--- src/rtl/demux_stream_1xn.sv ---
// 1-to-N valid/ready stream demultiplexer with a registered holding stage,
// per-channel backpressure and a broadcast mode.
module demux_stream_1xn #(
  parameter int unsigned DATA_W = 8,
  parameter int unsigned SEL_W  = 4,
  localparam int unsigned N     = 2 ** SEL_W
) (
  input  logic              clk,
  input  logic              rst_n,
  input  logic              in_valid,
  output logic              in_ready,
  input  logic [DATA_W-1:0] in_data,
  input  logic [SEL_W-1:0]  in_sel,
  input  logic              in_bcast,
  output logic [N-1:0]      out_valid,
  input  logic [N-1:0]      out_ready,
  output logic [DATA_W-1:0] out_data,
  output logic              busy
);

  typedef enum logic {
    IDLE = 1'b0,
    HOLD = 1'b1
  } state_e;

  state_e              state_q, state_d;
  logic [N-1:0]        pend_q, pend_d;
  logic [DATA_W-1:0]   hold_q, hold_d;
  logic                drain_c;
  logic                accept_c;

  // Upstream may only load when every pending channel finishes this cycle.
  always_comb begin
    drain_c  = ~|(pend_q & ~out_ready);
    in_ready = rst_n & drain_c;
    accept_c = in_valid & in_ready;
  end

  always_comb begin
    state_d = state_q;
    pend_d  = pend_q & ~out_ready;
    hold_d  = hold_q;
    case (state_q)
      IDLE: begin
        if (accept_c) begin
          hold_d  = in_data;
          pend_d  = in_bcast ? {N{1'b1}} : N'(1) << in_sel;
          state_d = HOLD;
        end
      end
      HOLD: begin
        // A new mask replaces the drained one when accept and drain coincide.
        if (accept_c) begin
          hold_d  = in_data;
          pend_d  = in_bcast ? {N{1'b1}} : N'(1) << in_sel;
          state_d = HOLD;
        end else if (pend_d == '0) begin
          state_d = IDLE;
        end
      end
      default: state_d = IDLE;
    endcase
  end

  always_ff @(posedge clk) begin
    if (!rst_n) begin
      state_q <= IDLE;
      pend_q  <= '0;
      hold_q  <= '0;
    end else begin
      state_q <= state_d;
      pend_q  <= pend_d;
      hold_q  <= hold_d;
    end
  end

  assign out_valid = pend_q;
  assign out_data  = hold_q;
  assign busy      = (state_q == HOLD);

endmodule

--- config.mk ---
export PLATFORM = sky130hd
export DESIGN_NAME = demux_stream_1xn
export DESIGN_NICKNAME = d
export VERILOG_FILES = /design/src/rtl/demux_stream_1xn.sv
export SDC_FILE = /design/constraint.sdc
export NUM_CORES = 1
export LEC_CHECK = 0
export BUFFER_PORTS_ARGS = -buffer_cell sky130_fd_sc_hd__buf_4
export CAP_MARGIN = 20
export CORE_UTILIZATION = 41
export CTS_BUF_LIST = sky130_fd_sc_hd__clkbuf_16
export DETAILED_ROUTE_END_ITERATION = 12
export PLACE_DENSITY_LB_ADDON = 0.05
export RECOVER_POWER = 50
export SYNTH_ARGS = -nofsm -noshare
export SYNTH_HDL_FRONTEND = slang
export SYNTH_SLANG_ARGS = --single-unit
--- constraint.sdc ---
create_clock -name clk -period 1.31 [get_ports clk]
set_input_delay 0 -clock clk [delete_from_list [all_inputs] [get_ports clk]]
set_output_delay 0 -clock clk [all_outputs]
set_load 0.01 [all_outputs]
==> flow_summary.yaml <==
status:
  violations: "hold timing, setup timing"
  outcome: "complete, but fails checks"
sta:
  finalSetupViolCount: 26
  finalCritPeriodShare_pct: 122
  rsz0062_at_grt: "yes"
  hold_slack_ps: -3.00
  hold_viol: 1
  slew_violations: 0
  min_period_ps: 1600
  tns_ps: -5360
  fmax_mhz: 626
  slew_headroom_pct: 71.3
  setup_ws_ps: -288
  tightest_slew_ps: 430
  skew_ps: 3.79
clock_network:
  cts-root-buf: "clkbuf_16"
  cts_sinks: 25
  h-tree-depth: 1
  clk_path_buf_depth: 2
  cts_tree: "yes"
  cts_made_buffers: 3
  clock_latency_ps: 260
  path_clk_slew_ps: 60
placement:
  dpl.hpwl_mm: 2.06
  pre_cts_slack_ps: -304
  placed_area_mm2: 0.00175
  portBuffers: 57
  routabilityCongestion: 0.924
synth:
  ys_seq_area_share_pct: 41.6
  avgSynthCellArea_um2: 7.87
  ys_types: 19
  synth_seq_cells: 25
  synth_warnings: 0
  syn_inst: 153
  synth_fp_nets: 185
  synth_area_mm2: 0.00120
critical_path:
  critPathRequiredTime_ps: 1310
  critPathMaxFanout: 2
  crit_type: "reg -> out"
  start_kind: "register"
  arrival_ps: 1600
  worstSetupEndpointType: "output port"
die:
  dieHeight_um: 56.2
  start_util_pct: 43.6
  num_rows: 19
  die_area_mm2: 0.00316
  core_area_mm2: 0.00276
  die_x_um: 56.2
  ios: 58
routing:
  vias_per_cell: 5.16
  ant_nets: 0
  drtIter0Drc: 39
  drt-pass1-iter-count: 4
  vias: 1311
  wl_per_cell_um: 12.7
  drc: 0
  wl_mm: 3.23
global_route:
  grt_antenna_before_repair: 0
  grt_max_degree: 51
  grt-ovfl-total: 0
  grt_usage_pct: 20.8
  first_global_vias: 1218
  grt_pass1_wl_mm: 5.15
finish:
  area_delta_synth_final_pct: 64.7
  fin_util_pct: 71.9
  nFillCells: 225
  mostFrequentLayoutCells: "buf_4 (57), nand2_1 (41), dfxtp_1 (22)"
  drive_gt1_share_pct: 36.8
  n_antenna_cell: 0
  fin_nets: 256
  layout_commonest_cell: "buf_4"
  post-route-cell-area_mm2: 0.00198
  seqCellArea_um2: 504
  multi_input_area_um2: 803
power:
  report.power.total_mw: 2.57
  peakVddDrop_mv: 0.957
  powerDensity_mw_per_mm2: 1300
  leakage_nw: 0.944
flow_run:
  maxCapViolCount: 0
min_path:
  hp-class: "in -> reg"
## area by class of cell
cell class,count,share of cell area (%)
clock inverters,1,0.189
multi-input cells,120,40.5
repair buffers,74,28.1
flip-flops and latches,25,25.4
clock buffers,3,3.79
well taps,31,1.96
## stage by stage
step | hold WS, ps | cells
2_1_floorplan | 139 | 153
3_3_place_gp | 250 | 240
3_5_place_dp | 261 | 240
4_1_cts | 0.302 | 254
5_1_grt | 9.98 | 254
6_report | -3.00 | 254
## path summary, 6_finish.rpt
kind	startpoint	end	slack, ps	cells after the start
worst max-delay path	out_valid[0]	in_ready	-290	6
worst min-delay path	in_data[4]	out_data[4]	-3	3
worst max register to register	out_valid[0]	out_data[1]	-250	6
worst min register to register	out_data[3]	out_data[3]	460	2
## registers in the layout, indices dropped and copies added, names as in the netlist
register	flops
out_valid	16
out_data	8
busy	1
## synthesized netlist by cell type
cell type,n,share of area [%]
o21ai_0,7,2.9
clkbuf_1,7,2.2
nand2_4,1,0.94
buf_6,1,0.94
and2_1,1,0.52
nand2_1,41,13
mux2i_1,8,6.7
a41o_1,1,0.83
o21ai_1,16,6.7
and4_1,1,0.73
nor2b_1,20,10
a21o_1,8,5.0
nor2_1,2,0.62
a21boi_1,1,0.62
buf_2,1,0.42
nand2b_1,1,0.52
nor4_1,5,2.6
and3_1,6,3.1
dfxtp_1,25,42
## critical path, stage by stage, from the launching register on
cell	delay, ps
dfxtp_1	310
nor2b_4	130
nor4_4	310
and4_4	270
buf_6	90
and2_4	130
buf_6	100
## what timing repair did
action	in CTS	in global routing
endpoints found under the setup margin	26	26
pin swaps	3	2
hold endpoints to repair	8	0
setup buffers	1	0
gates cloned	1	0
resized for setup	11	4
hold buffers	8	0
## per-layer routing
layer / share of wire [%] / vias up / track usage, %
li1: - / 657 / -
met1: 38 / 592 / 22.4
met2: 53 / 57 / 39.3
met3: 7.1 / 5 / 5.35
met4: 1.4 / 0 / 6.27
met5: 0 / - / 0
## power by group
group / leakage (nW) / switching [mW] / internal (mW)
sequential: 0.206 / 0.0538 / 0.876
combinational: 0.696 / 0.444 / 0.522
clock: 0.0423 / 0.265 / 0.408
total: 0.944 / 0.763 / 1.81
## cells by family after synthesis
family,Yosys count,share of synthesized area [%]
AO/OA/AOI/OAI,33,16.0
AND/OR/NAND/NOR,78,32.2
buffers and inverters,9,3.53
multiplexers,8,6.65
flip-flops,25,41.6
No activity file was read; power rests on OpenSTA's default activity.
